<file path="config.mk">
export PLATFORM = sky130hd
export DESIGN_NAME = branch_resolve_unit
export DESIGN_NICKNAME = d
export VERILOG_FILES = /design/src/rtl/branch_resolve_unit.sv
export SDC_FILE = /design/constraint.sdc
export NUM_CORES = 1
export LEC_CHECK = 0
export CAP_MARGIN = 10
export CORE_MARGIN = 5
export CORE_UTILIZATION = 51
export DETAILED_ROUTE_END_ITERATION = 7
export HOLD_SLACK_MARGIN = 0.03
export PLACE_DENSITY = 0.84
export SYNTH_ARGS = -nofsm -noshare
export SYNTH_HDL_FRONTEND = slang
export SYNTH_SLANG_ARGS = --single-unit
export TNS_END_PERCENT = 5
</file>
<file path="constraint.sdc">
create_clock -name clk -period 6.79 [get_ports clk]
set_clock_uncertainty 0.1 [all_clocks]
set_input_delay 1.6975 -clock clk [delete_from_list [all_inputs] [get_ports clk]]
set_output_delay 1.6975 -clock clk [all_outputs]
set_load 0.02 [all_outputs]
</file>
<file path="src/rtl/branch_resolve_unit.sv">
// ---------------------------------------------------------------------------
// branch_resolve_unit
//
// EX-stage branch resolver and the update side of the gshare/BTB predictor.
// It works out the real next PC of the instruction in EX and compares it with
// the PC the predictor chose at fetch time. On a mismatch it redirects fetch
// and squashes IF/ID and ID/EX in the same cycle. One cycle later it sends a
// registered update packet to the predictor. It also keeps saturating counts
// of resolved control instructions and of mispredicts.
//
// Ports
//   clk, rst              clock; synchronous active-low reset (0 = reset)
//   ex_valid, ex_stall    EX holds a real instruction / EX frozen this cycle
//   ex_is_branch/jal/jalr control-instruction class (one-hot or none)
//   ex_br_cond            ALU compare result for conditional branches
//   ex_pc, ex_pred_pc     PC of the EX instruction / predicted next PC
//   ex_imm, ex_rs1_data   sign-extended immediate / forwarded JALR base
//   redirect_valid/pc     combinational fetch redirect on mispredict
//   flush_if_id/id_ex     combinational pipeline squash on mispredict
//   update_pred           registered one-cycle predictor update strobe
//   branch_inst_address   registered PC of the resolved control instruction
//   resolved_next_pc      registered actual next PC
//   predictor_wrong       registered mispredict flag for the update
//   branch_count          saturating count of resolved control instructions
//   mispredict_count      saturating count of mispredicted control instrs
// ---------------------------------------------------------------------------
module branch_resolve_unit #(
  parameter int CNT_WIDTH = 32
) (
  input  logic                 clk,
  input  logic                 rst,
  input  logic                 ex_valid,
  input  logic                 ex_stall,
  input  logic                 ex_is_branch,
  input  logic                 ex_is_jal,
  input  logic                 ex_is_jalr,
  input  logic                 ex_br_cond,
  input  logic [31:0]          ex_pc,
  input  logic [31:0]          ex_pred_pc,
  input  logic [31:0]          ex_imm,
  input  logic [31:0]          ex_rs1_data,
  output logic                 redirect_valid,
  output logic [31:0]          redirect_pc,
  output logic                 flush_if_id,
  output logic                 flush_id_ex,
  output logic                 update_pred,
  output logic [31:0]          branch_inst_address,
  output logic [31:0]          resolved_next_pc,
  output logic                 predictor_wrong,
  output logic [CNT_WIDTH-1:0] branch_count,
  output logic [CNT_WIDTH-1:0] mispredict_count
);

  typedef enum logic {
    NORMAL  = 1'b0,
    RECOVER = 1'b1
  } state_t;

  // Increment that sticks at all-ones instead of wrapping.
  function automatic logic [CNT_WIDTH-1:0] sat_inc(
    input logic [CNT_WIDTH-1:0] value,
    input logic                 en
  );
    if (en && (value != {CNT_WIDTH{1'b1}}))
      return value + CNT_WIDTH'(1);
    return value;
  endfunction

  // JALR targets always have bit 0 cleared.
  function automatic logic [31:0] clear_lsb(input logic signed [31:0] addr);
    return 32'(addr) & 32'hFFFF_FFFE;
  endfunction

  state_t state;

  logic signed [31:0] pc_s;
  logic signed [31:0] imm_s;
  logic signed [31:0] rs1_s;
  logic signed [31:0] target_s;
  logic signed [31:0] jalr_sum_s;
  logic [31:0]        seq_pc;
  logic [31:0]        actual_pc;

  logic active;
  logic resolve;
  logic ctrl;
  logic mispredict;
  logic do_update;

  logic                 vld_p1;
  logic [31:0]          addr_p1;
  logic [31:0]          next_pc_p1;
  logic                 wrong_p1;
  logic [CNT_WIDTH-1:0] br_cnt;
  logic [CNT_WIDTH-1:0] mis_cnt;

  // ---- stage p0: resolve in EX (combinational) ----
  assign pc_s       = ex_pc;
  assign imm_s      = ex_imm;
  assign rs1_s      = ex_rs1_data;
  assign target_s   = pc_s + imm_s;
  assign jalr_sum_s = rs1_s + imm_s;
  assign seq_pc     = ex_pc + 32'd4;

  always_comb begin
    actual_pc = seq_pc;
    if (ex_is_jalr)
      actual_pc = clear_lsb(jalr_sum_s);
    else if (ex_is_jal)
      actual_pc = 32'(target_s);
    else if (ex_is_branch && ex_br_cond)
      actual_pc = 32'(target_s);
  end

  // While in reset or recovering, EX holds nothing we may act on.
  assign active     = rst && (state == NORMAL);
  assign resolve    = active && ex_valid && !ex_stall;
  assign ctrl       = ex_is_branch || ex_is_jal || ex_is_jalr;
  // Non-control instructions can mispredict too when the BTB aliases.
  assign mispredict = resolve && (actual_pc != ex_pred_pc);
  assign do_update  = resolve && ctrl;

  assign redirect_valid = mispredict;
  assign flush_if_id    = mispredict;
  assign flush_id_ex    = mispredict;
  assign redirect_pc    = active ? actual_pc : 32'd0;

  // ---- recovery FSM ----
  always_ff @(posedge clk) begin
    if (!rst) begin
      state <= NORMAL;
    end else begin
      case (state)
        NORMAL:  if (mispredict) state <= RECOVER;
        RECOVER: state <= NORMAL;
        default: state <= NORMAL;
      endcase
    end
  end

  // ---- stage p1: registered predictor update and statistics ----
  always_ff @(posedge clk) begin
    if (!rst) begin
      vld_p1     <= 1'b0;
      addr_p1    <= 32'd0;
      next_pc_p1 <= 32'd0;
      wrong_p1   <= 1'b0;
      br_cnt     <= '0;
      mis_cnt    <= '0;
    end else begin
      vld_p1 <= do_update;
      if (do_update) begin
        addr_p1    <= ex_pc;
        next_pc_p1 <= actual_pc;
        wrong_p1   <= mispredict;
      end
      br_cnt  <= sat_inc(br_cnt, do_update);
      mis_cnt <= sat_inc(mis_cnt, do_update && mispredict);
    end
  end

  assign update_pred         = vld_p1;
  assign branch_inst_address = addr_p1;
  assign resolved_next_pc    = next_pc_p1;
  assign predictor_wrong     = wrong_p1;
  assign branch_count        = br_cnt;
  assign mispredict_count    = mis_cnt;

endmodule

</file>
# After elaboration in Yosys (flattened, before gate mapping)

Cells that the tools add are included.

Bits in registers: 131
Bits of input ports: 136
Logic and storage cells: 40

Add/sub/neg operators: 5
Equality and inequality tests: 3
Muxes and demuxes: 12
Bitwise gates (word level): 1
Reductions and logical operators: 12

Operator list:

| kind                  | count |
|---|---|
| $mux 32               | 6 |
| $add 32x1->32 const B | 2 |
| $add 32x32->32        | 2 |
| $ne 32x32->1 const B  | 2 |
| $add 32x3->32 const B | 1 |
| $ne 32x32->1          | 1 |
| $logic_and 1x1->1     | 9 |
| $mux 1                | 5 |
| $logic_or 1x1->1      | 2 |
| $pmux 1 s2            | 1 |
| $logic_not 1->1       | 1 |
| $not 1->1             | 1 |

# Longest topological paths before layout

Depth after elaboration: 10
Mapped depth: 17

# Worst setup path before layout

Ideal clock, no wire load.

Path type: input-to-output
Start: in ex_pc[0]
End: out flush_if_id
Data arrival time: 4.874 ns
Slack: 0.119 ns
Stages: 14
Buffers on the path: 1
Cell sequence: ha_1 fa_1 a21o_1 nand4_1 a211oi_2 or3_1 o211a_1 or2_0 a221oi_1 o21ai_1 nor4_1 nand4b_1 and2_1 buf_4

Cells in the longest elaborated chain, start to end: 6
Elaborated cells between the ends (all ways): 7
Those cells by class: 2 x add/sub; 1 x eq/ne; 3 x mux; 1 x reduce/logical

Ends and longest elaborated chain:

| what                                            | line     | text |
|---|---|---|
| start: declaration                              | 38       | `input logic [31:0] ex_pc,` |
| $add 32x3->32 or $add 32x32->32 (tied branches) | 103, 101 |  |
| $mux 32                                         | 111      | `else if (ex_is_branch && ex_br_cond)` |
| $mux 32 (*)                                     | 109      | `else if (ex_is_jal)` |
| $mux 32 (*)                                     | 107      | `if (ex_is_jalr)` |
| $ne 32x32->1 (*)                                | 120      | `assign mispredict = resolve && (actual_pc != ex_pred_pc);` |
| $logic_and 1x1->1 (*)                           | 120      |  |
| end: declaration                                | 44       | `output logic flush_if_id,` |

Every way passes the cells marked *; elsewhere a longest branch is shown, timed or not.

# Final worst setup path

Start: in ex_is_branch
End: out flush_if_id

Cells in the longest elaborated chain, start to end: 6

Ends and longest elaborated chain:

| what               | line | text |
|---|---|---|
| start: declaration | 34   | `input logic ex_is_branch,` |
| $logic_and 1x1->1  | 111  |  |
| $mux 32            | 111  |  |
| $mux 32            | 109  |  |
| $mux 32            | 107  |  |
| $ne 32x32->1       | 120  |  |
| $logic_and 1x1->1  | 120  |  |

No other way between the ends.

==> metrics <==
outcome complete, but fails checks; failing checks setup timing; GRT met1 Usage 51.3%; Synth Area in XOR/XNOR 8.70%; Die Area 0.0259 mm2; critical path capture point type primary output; IO buf count 300; FP Rows 55; Sink Count 131; Mapped Nets 1785; Max VDD drop 132 uV; Core ar. 0.0226 mm2; crit path launch ex_is_branch; Slew HR 31.4%; most used cell, CP nand4_1; CP Launch Type input port; Slowest cell on crit path clkdlybuf4s50_1; Initial Util 51.6%; vias in the first global route 16.0k; part of the cycle the worst path needs 105%; Hold Path Stages 2; final hold violation count 0; crit path kind in2out; DRC 0; CTS Buf Count 17; Worst Hold Launch branch_inst_address[17]$_SDFFE_PN0P_; area grow syn2layout 71.4%; R2R setup slack 2390 ps; final worst setup slack -328 ps; dominant cells by area after synthesis dfxtp_1, ha_1, nand2_1, a21oi_1, nor2_1; fraction of layout cells with a size suffix above 1 32.0%; initial antenna violation count 0; worst-margin pin slew 1020 ps; CTS tree built; grt total ovfl 0; main combinational cell family by area after synthesis simple AND/OR/NAND/NOR gates; Seq/Total Area, Yosys 22.5%; post-synthesis mux area share 2.26%; drt pass-1 iters 8; P_leak 8.17 nW; n_diodes 0; Synth Area in Compound Gates 24.7%; Worst path top cell family by delay simple AND/OR/NAND/NOR gates; root buffer cell clkbuf_16; first-pass GRT wire length 89.0 mm; most instantiated library cell after synthesis nand2_1; Crit path arrival time 5320 ps; Netlist Area Pre-Place 0.0116 mm2; DP Wirelength 43.8 mm; DRT iter0 DRCs 2847; Antenna Violating Nets Remaining 0; most crowded layer after global routing met2; nets 2456; detailed-route wire length per cell 25.1 um; RePlAce Congestion 1.03; via count 17.1k; Post-synth EDFFs 0; H-tree levels 4; Synth Flop Type dfxtp_1; Routed WL 64.0 mm; R2R Path End branch_count[27]$_SDFFE_PN0P_; Max Slew Vio Count 0; die height 161 um; yosys warns 0; Post-Synth Adder-Cell Area 7.22%; fmax 140 MHz; global-route met2 utilization 71.4%; Synth top cells by count nand2_1, nor2_1, a21oi_1, dfxtp_1, ha_1; CP cell instances clkdlybuf4s50_1 > a21o_2 > mux2i_2 > xnor2_1 > o221ai_1 > nor3_1 > nand4_1 > a2111oi_1 > and3_1 > nand4_1 > nand4b_1 > and2_4 > buf_6; cts hold-fix bufs 0; Yosys top cell area share 22.5%; cell depth of the worst flop-to-flop path 12; Clock Latency Late Sink 430 ps; count of cell types in the netlist 94; vias per inst 6.69; crit path time final 7120 ps; gr usage total 42.9%; area leader, netlist dfxtp_1; Max Cap Viol 0; Synth Area in Simple Gates 30.4%; Die W 161 um; Max clock buf depth 2; PwrDens 166 mW/mm2; num ports 301; largest net degree at the start of global routing 78; CTS clock-pin slew for the worst setup and hold paths 70 ps; Synth Area per Inst 7.35 um2; async set-or-reset flop fraction in the synthesized netlist 0%; final instance area 0.0200 mm2; placed cells 2461; Post-Place Cell Area 0.0175 mm2; synthesis-stage register bit count 131; non-filler cells, final 2552; worst min path class reg2reg; Post-Syn Instances 1583; FF-to-FF Start state$_SDFF_PN0_; Req. time, crit path 4990 ps; unrepaired setup endpoints after global routing true; WP buf/inv 2; WHS Endpoint branch_inst_address[17]$_SDFFE_PN0P_; Final Setup Violations 3; CP max FO 5; met3 Use GR 7.86%; Critical Path Max Stage Delay 530 ps
==> layout by cell type (no fill, tap or decap), types with 34 or more instances in the layout <==
cell	count
xnor2_1	50
a21oi_1	110
nor2_1	161
ha_4	46
buf_4	427
and3_1	34
nand4_1	48
xor2_1	55
nand3_1	58
dfxtp_1	131
nand2_1	201
clkdlybuf4s50_1	217
==> stage by stage <==
stage / hold WS, ps / total power (W) / setup TNS (ps) / setup slack, ps / util (%)
final: 356 / 0.00331 / -982 / -328 / 88.4
after floorplan: 435 / 0.00141 / 0 / 119 / -
after global placement: 342 / 0.00206 / -6320 / -1060 / 77.7
after detailed placement: 347 / 0.00208 / -7290 / -1100 / 77.7
after global routing: 375 / 0.00339 / -994 / -332 / 88.4
after CTS: 356 / 0.00310 / -578 / -193 / 84.5
==> sequential cells by signal, summed over array words and instances (netlist names) <==
signal,cells
branch_count,32
mispredict_count,32
state,1
update_pred,1
branch_inst_address,32
predictor_wrong,1
resolved_next_pc,32
==> worst reg2reg max path, stage by stage, from the launching register on <==
cell	delay [ps]
dfxtp_1	300
nand2b_1	130
buf_4	260
nor3b_1	610
o31ai_4	170
a41oi_1	680
nand4_1	340
nor3_1	570
nand2_1	240
nor2_1	440
nand4_1	190
xor2_1	210
nor2_1	60
==> routing by layer <==
layer	up-vias	part of all wire [%]	routed length [um]
met4	0	8.9	5680
met3	497	12	7740
met2	1574	45	28500
met5	-	0	0
li1	7193	-	-
met1	7818	34	22100
==> worst max path at each step <==
stage / end / slack, ps / cells past startpoint
3_5_place_dp: flush_id_ex / -1100 / 17
3_3_place_gp: flush_id_ex / -1060 / 17
5_1_grt: flush_if_id / -330 / 13
6_report: flush_if_id / -330 / 13
2_1_floorplan: flush_if_id / 120 / 14
4_1_cts: flush_id_ex / -190 / 16
==> power by group <==
group / total (W) / switching (W) / internal, W
combinational: 0.00158 / 0.000830 / 0.000748
clock: 0.000934 / 0.000442 / 0.000492
sequential: 0.000795 / 0.0000105 / 0.000785
total: 0.00331 / 0.00128 / 0.00202
==> final cells by class <==
class	count	area, um2
clock buffers	17	425
clock inverters	15	154
fillers	1083	2620
inverters	18	68.8
multi-input cells	1344	9970
flip-flops and latches	131	2620
well taps	285	357
repair buffers	742	6360
==> cell families (layout without fill, tap and decap cells) <==
group / Yosys count / count (layout)
buf+inv: 108 / 792
flops: 131 / 131
simple gates: 703 / 703
compound gates: 435 / 435
fa+ha+maj: 66 / 66
mux: 26 / 26
xor+xnor: 114 / 114
==> what timing repair did <==
action	in CTS	in global routing
setup buffers	30	31
pin swaps	72	112
endpoints found under the setup margin	21	16
gates resized for setup	208	223
No activity file was read; power rests on OpenSTA's default activity.
